`src/rtl/spi_master_ctrl.sv`:
```
`default_nettype none
// ============================================================================
// Module      : spi_master_ctrl
// Description : SPI mode-0 master sequencer sitting behind a register bank.
//               On a start request it owns the bank's second port. For each
//               of n_tx_i words it reads the word, shifts it out MSB first on
//               MOSI while shifting MISO in, and writes the received word
//               back to the same address (full-duplex replace).
//
// Ports       : clk_i, rst_i          - clock, synchronous active-high reset
//               send_i, n_tx_i        - start request and word count
//               data_i                - registered bank read data
//               addr2_o, wr2_o,
//               data2_o, hold_ctrl_o  - bank port-2 address/write/priority
//               busy_o, done_o        - burst status
//               sclk_o, cs_o, mosi_o,
//               miso_i                - SPI pins (cs_o active low)
//
// Options     : SPI_CS_GAP_EN - when defined, cs_o is released between words
//               for CLK_DIV extra cycles (GAP state) before the next fetch.
//
// Revision    : 1.0 - initial release
// ============================================================================
module spi_master_ctrl #(
    parameter int N       = 32,
    parameter int W       = 8,
    parameter int CLK_DIV = 2
) (
    input  logic                 clk_i,
    input  logic                 rst_i,
    input  logic                 send_i,
    input  logic [$clog2(N):0]   n_tx_i,
    input  logic [W-1:0]         data_i,
    output logic [$clog2(N)-1:0] addr2_o,
    output logic                 wr2_o,
    output logic [W-1:0]         data2_o,
    output logic                 hold_ctrl_o,
    output logic                 busy_o,
    output logic                 done_o,
    output logic                 sclk_o,
    output logic                 cs_o,
    output logic                 mosi_o,
    input  logic                 miso_i
);

    localparam int AW    = $clog2(N);
    localparam int CW    = AW + 1;
    localparam int DIV_W = $clog2(CLK_DIV + 1);
    localparam int BIT_W = $clog2(W) + 1;

    localparam logic [2:0] S_IDLE  = 3'd0;
    localparam logic [2:0] S_FETCH = 3'd1;
    localparam logic [2:0] S_LOAD  = 3'd2;
    localparam logic [2:0] S_SHIFT = 3'd3;
    localparam logic [2:0] S_WRITE = 3'd4;
    localparam logic [2:0] S_DONE  = 3'd5;
`ifdef SPI_CS_GAP_EN
    localparam logic [2:0] S_GAP   = 3'd6;
`endif

    logic [2:0]       r_state;
    logic [AW-1:0]    r_k;
    logic [CW-1:0]    r_cnt;
    logic [W-1:0]     r_tx;
    logic [W-1:0]     r_rx;
    logic [DIV_W-1:0] r_div;
    logic [BIT_W-1:0] r_bit;
    logic             r_sclk;
    logic             r_cs;
    logic             r_mosi;

    logic             w_last_word;
    logic             w_div_end;
    logic             w_last_bit;

    // Last word when k+1 is no longer below the latched count.
    assign w_last_word = (({1'b0, r_k} + CW'(1)) >= r_cnt);
    assign w_div_end   = (r_div == DIV_W'(CLK_DIV - 1));
    assign w_last_bit  = (r_bit == BIT_W'(W - 1));

    always_ff @(posedge clk_i) begin
        if (rst_i) begin
            r_state <= S_IDLE;
            r_k     <= '0;
            r_cnt   <= '0;
            r_tx    <= '0;
            r_rx    <= '0;
            r_div   <= '0;
            r_bit   <= '0;
            r_sclk  <= 1'b0;
            r_cs    <= 1'b1;
            r_mosi  <= 1'b0;
        end else begin
            case (r_state)
                S_IDLE: begin
                    if (send_i && (n_tx_i != '0)) begin
                        // Clamp to the bank depth so the word index never wraps.
                        r_cnt   <= (n_tx_i > CW'(N)) ? CW'(N) : n_tx_i;
                        r_k     <= '0;
                        r_state <= S_FETCH;
                    end
                end
                S_FETCH: begin
                    // Bank registers the read of addr2_o; data_i is valid in LOAD.
                    r_state <= S_LOAD;
                end
                S_LOAD: begin
                    r_tx    <= data_i;
                    r_mosi  <= data_i[W-1];
                    r_cs    <= 1'b0;
                    r_div   <= '0;
                    r_bit   <= '0;
                    r_sclk  <= 1'b0;
                    r_state <= S_SHIFT;
                end
                S_SHIFT: begin
                    if (w_div_end) begin
                        r_div <= '0;
                        if (!r_sclk) begin
                            // Rising SCLK: capture MISO into the RX LSB.
                            r_sclk <= 1'b1;
                            r_rx   <= {r_rx[W-2:0], miso_i};
                        end else begin
                            // Falling SCLK: advance to the next TX bit, or finish.
                            r_sclk <= 1'b0;
                            if (w_last_bit) begin
                                r_state <= S_WRITE;
                            end else begin
                                r_bit  <= r_bit + BIT_W'(1);
                                r_tx   <= r_tx << 1;
                                r_mosi <= r_tx[W-2];
                            end
                        end
                    end else begin
                        r_div <= r_div + DIV_W'(1);
                    end
                end
                S_WRITE: begin
                    if (!w_last_word) begin
                        r_k <= r_k + AW'(1);
`ifdef SPI_CS_GAP_EN
                        // Release chip select between words; re-asserted in LOAD.
                        r_cs    <= 1'b1;
                        r_div   <= '0;
                        r_state <= S_GAP;
`else
                        r_state <= S_FETCH;
`endif
                    end else begin
                        r_state <= S_DONE;
                    end
                end
`ifdef SPI_CS_GAP_EN
                S_GAP: begin
                    if (w_div_end) begin
                        r_state <= S_FETCH;
                    end else begin
                        r_div <= r_div + DIV_W'(1);
                    end
                end
`endif
                S_DONE: begin
                    r_cs    <= 1'b1;
                    r_state <= S_IDLE;
                end
                default: begin
                    r_state <= S_IDLE;
                end
            endcase
        end
    end

    // Port 2 is owned in every state between start and DONE.
    assign hold_ctrl_o = (r_state != S_IDLE) && (r_state != S_DONE);
    assign busy_o      = hold_ctrl_o;
    assign done_o      = (r_state == S_DONE);
    assign wr2_o       = (r_state == S_WRITE);
    assign addr2_o     = r_k;
    assign data2_o     = r_rx;
    assign sclk_o      = r_sclk;
    assign cs_o        = r_cs;
    assign mosi_o      = r_mosi;

endmodule
`default_nettype wire

```
`config.mk`:
```
export PLATFORM = sky130hd
export DESIGN_NAME = spi_master_ctrl
export DESIGN_NICKNAME = d
export VERILOG_FILES = /design/src/rtl/spi_master_ctrl.sv
export SDC_FILE = /design/constraint.sdc
export NUM_CORES = 1
export LEC_CHECK = 0
export CAP_MARGIN = 10
export CORE_AREA = 3 3 78 80
export CTS_BUF_LIST = sky130_fd_sc_hd__clkbuf_4 sky130_fd_sc_hd__clkbuf_8
export CTS_CLUSTER_DIAMETER = 80
export CTS_CLUSTER_SIZE = 24
export DETAILED_ROUTE_END_ITERATION = 16
export DIE_AREA = 0 0 81 83
export PLACE_DENSITY = 0.55
export SKIP_CTS_REPAIR_TIMING = 1
export SYNTH_ARGS = -nofsm -noshare
export SYNTH_HDL_FRONTEND = slang
export SYNTH_SLANG_ARGS = --single-unit
```
`constraint.sdc`:
```
create_clock -name clk_i -period 4.8 [get_ports clk_i]
set_clock_uncertainty 0.2 [all_clocks]
set_input_delay 0.96 -clock clk_i [delete_from_list [all_inputs] [get_ports clk_i]]
set_output_delay 0.96 -clock clk_i [all_outputs]
set_load 0.01 [all_outputs]
```
==> impl_metrics.ini <==
[floorplanning]
dieArea_um2 = 6720
core_area_um2 = 5470
dieHeight_um = 83
ios = 38
std_cell_rows = 27
initial_utilization_pct = 34.3
die-width_um = 81

[status]
outcome = finished, final reports clean

[clocking]
htreeDepth = 2
clk_path_buf_depth = 2
cts_sinks = 38
clkLatencyLatePin_ps = 290
tritoncts = built
cts_buffers = 5
clockRootBuffer = clkbuf_8
clkSlewWorstSetupHoldPaths_ps = 70

[placement]
io_buffers = 37
dpl.hpwl_um = 2760
place_congestion = 0.825
placed_cells = 313

[synthesis]
synth_area_per_cell_um2 = 8.69
synth_edf_count = 0
synth-main-ff-cell = dfxtp_1
syn-instance-count = 216
ys_ff_latch = 38
ys_seq_area_share_pct = 40.5
syn_nets = 242
ys_types = 47
ys_warn_count = 0
async_reset_ff_share_pct = 0
synth_area_um2 = 1880

[setup_path]
critPathArrivalTime_ps = 1910
cp.required_ps = 3640
crit_type = reg -> out
cp-start-kind = register
end_kind = output pin
worstPathMaxFanout = 20

[timing]
finalHoldViolCount = 0
rsz0062_at_grt = false
finalSetupViolations = 0
holdWs_ps = 256
worst_pin_slew_ps = 680
fmax_mhz = 326
tns_ps = 0
fin_crit_ps = 3070
finalMaxSlewViolations = 0
fin_crit_sh_pct = 63.9
max_slew_margin_pct = 54.6

[worst_hold_path]
min_path_type = reg -> reg

[finish]
final_cell_mix = dfxtp_1 (38), clkdlybuf4s50_1 (37), nor2_1 (32)
drive_gt1_share_pct = 8.47
fin_nets = 274
final_common_cell = dfxtp_1
nFillCells = 564
insertedDiodeCount = 0
area_growth_pct = 25.6
stdcell_count = 320

[routing]
top_layer_used = met4
routedWlPerCell_um = 12.0
ant_nets = 0
via_per_inst = 4.85
met1_length_um = 1970
dr.first_iter.drc_count = 83
wl_met3_um = 147
vias = 1551
wirelength_um = 3850
drc_errors = 0
dr.pass1.iters = 4
wl_met2_um = 1670

[power]
ir_worst_vdd_mv = 0.105
power.total_mw = 0.691
p_per_area_nw_per_um2 = 293
p_leak_nw = 0.937

[grt]
grt_util_all_layers_pct = 12.1
grt_antenna_before_repair = 0
grt_max_degree = 21
globalRouteOverflowTotal = 0
grt_pass1_vias = 1404
grt_first_pass_wirelength_um = 6410

[run]
drv_cap = 0
==> area by class of cell <==
type	count	area [um2]	area share, %
multi-input cells	154	1000	42.4
flip-flops and latches	38	761	32.3
repair buffers	39	385	16.3
well taps	72	90.1	3.82
clock buffers	6	76.3	3.24
inverters	10	37.5	1.59
clock inverters	1	7.51	0.318
==> power by group <==
| part | total, mW | internal (mW) | switching [mW] |
|---|---|---|---|
| clock network | 0.213 | 0.105 | 0.108 |
| logic | 0.126 | 0.0625 | 0.0632 |
| registers | 0.352 | 0.333 | 0.0186 |
| total | 0.691 | 0.501 | 0.190 |
==> critical path, stage by stage, from the launching register on <==
cell,delay [ps]
dfxtp_1,760
nor2_1,140
and2_1,230
clkdlybuf4s50_1,480
==> logic make-up after synthesis <==
| family | count (synthesis) | share of synthesized area, % |
|---|---|---|
| AOI/OAI and AO/OA | 39 | 15.5 |
| muxes | 10 | 5.40 |
| DFF | 38 | 40.5 |
| xor gates and xnor gates | 7 | 3.27 |
| and+or+nand+nor | 90 | 23.7 |
| buffers and inverters | 24 | 6.20 |
| adders and majority gates | 8 | 5.33 |
==> registers in the layout, summed over array words and instances (netlist names) <==
register,cells
data2_o,8
mosi_o,1
addr2_o,5
r_tx,7
sclk_o,1
r_state,3
r_div,2
cs_o,1
r_cnt,6
r_bit,4
==> synth_stat cells, drive strengths merged (2+ instances only) <==
cell type	count	area, um2
nor2	37	151
dfxtp	38	761
nand2b	6	37.5
a22o	2	17.5
inv	10	37.5
nand3	12	60.1
clkbuf	6	22.5
buf	8	56.3
a211oi	2	15.0
nor3	2	15.0
mux2i	9	90.1
a21oi	11	55.1
o31ai	2	20.0
a21o	2	15.0
nand3b	2	15.0
xor2	3	26.3
ha	8	100
xnor2	4	35.0
and2	5	33.8
a311oi	7	61.3
and3	2	12.5
a31oi	5	31.3
nand2	16	60.1
==> per-stage QoR <==
step | utilization [%] | worst slack (ps) | cell area [um2]
floorplan | - | 2320 | 1880
global placement | 41.5 | 1810 | 2270
detailed placement | 41.5 | 1800 | 2270
CTS | 43.1 | 1700 | 2360
global route | 43.1 | 1570 | 2360
finish | 43.1 | 1730 | 2360
==> layer usage <==
layer / track usage [%] / vias up
met4: 4.15 / 0
met5: 0 / -
met2: 17.6 / 27
met3: 4.01 / 8
li1: - / 815
met1: 16.4 / 701
==> final timing paths <==
check                                 from         end  slack [ps]  depth (start not counted)
worst max-delay path            r_state[0]       wr2_o        1730                          3
worst max register to register  addr2_o[0]  addr2_o[2]        2260                          9
worst min-delay path              r_div[1]    r_div[1]         260                          2
worst min register to register    r_div[1]    r_div[1]         260                          2
No activity file was read; power rests on OpenSTA's default activity.
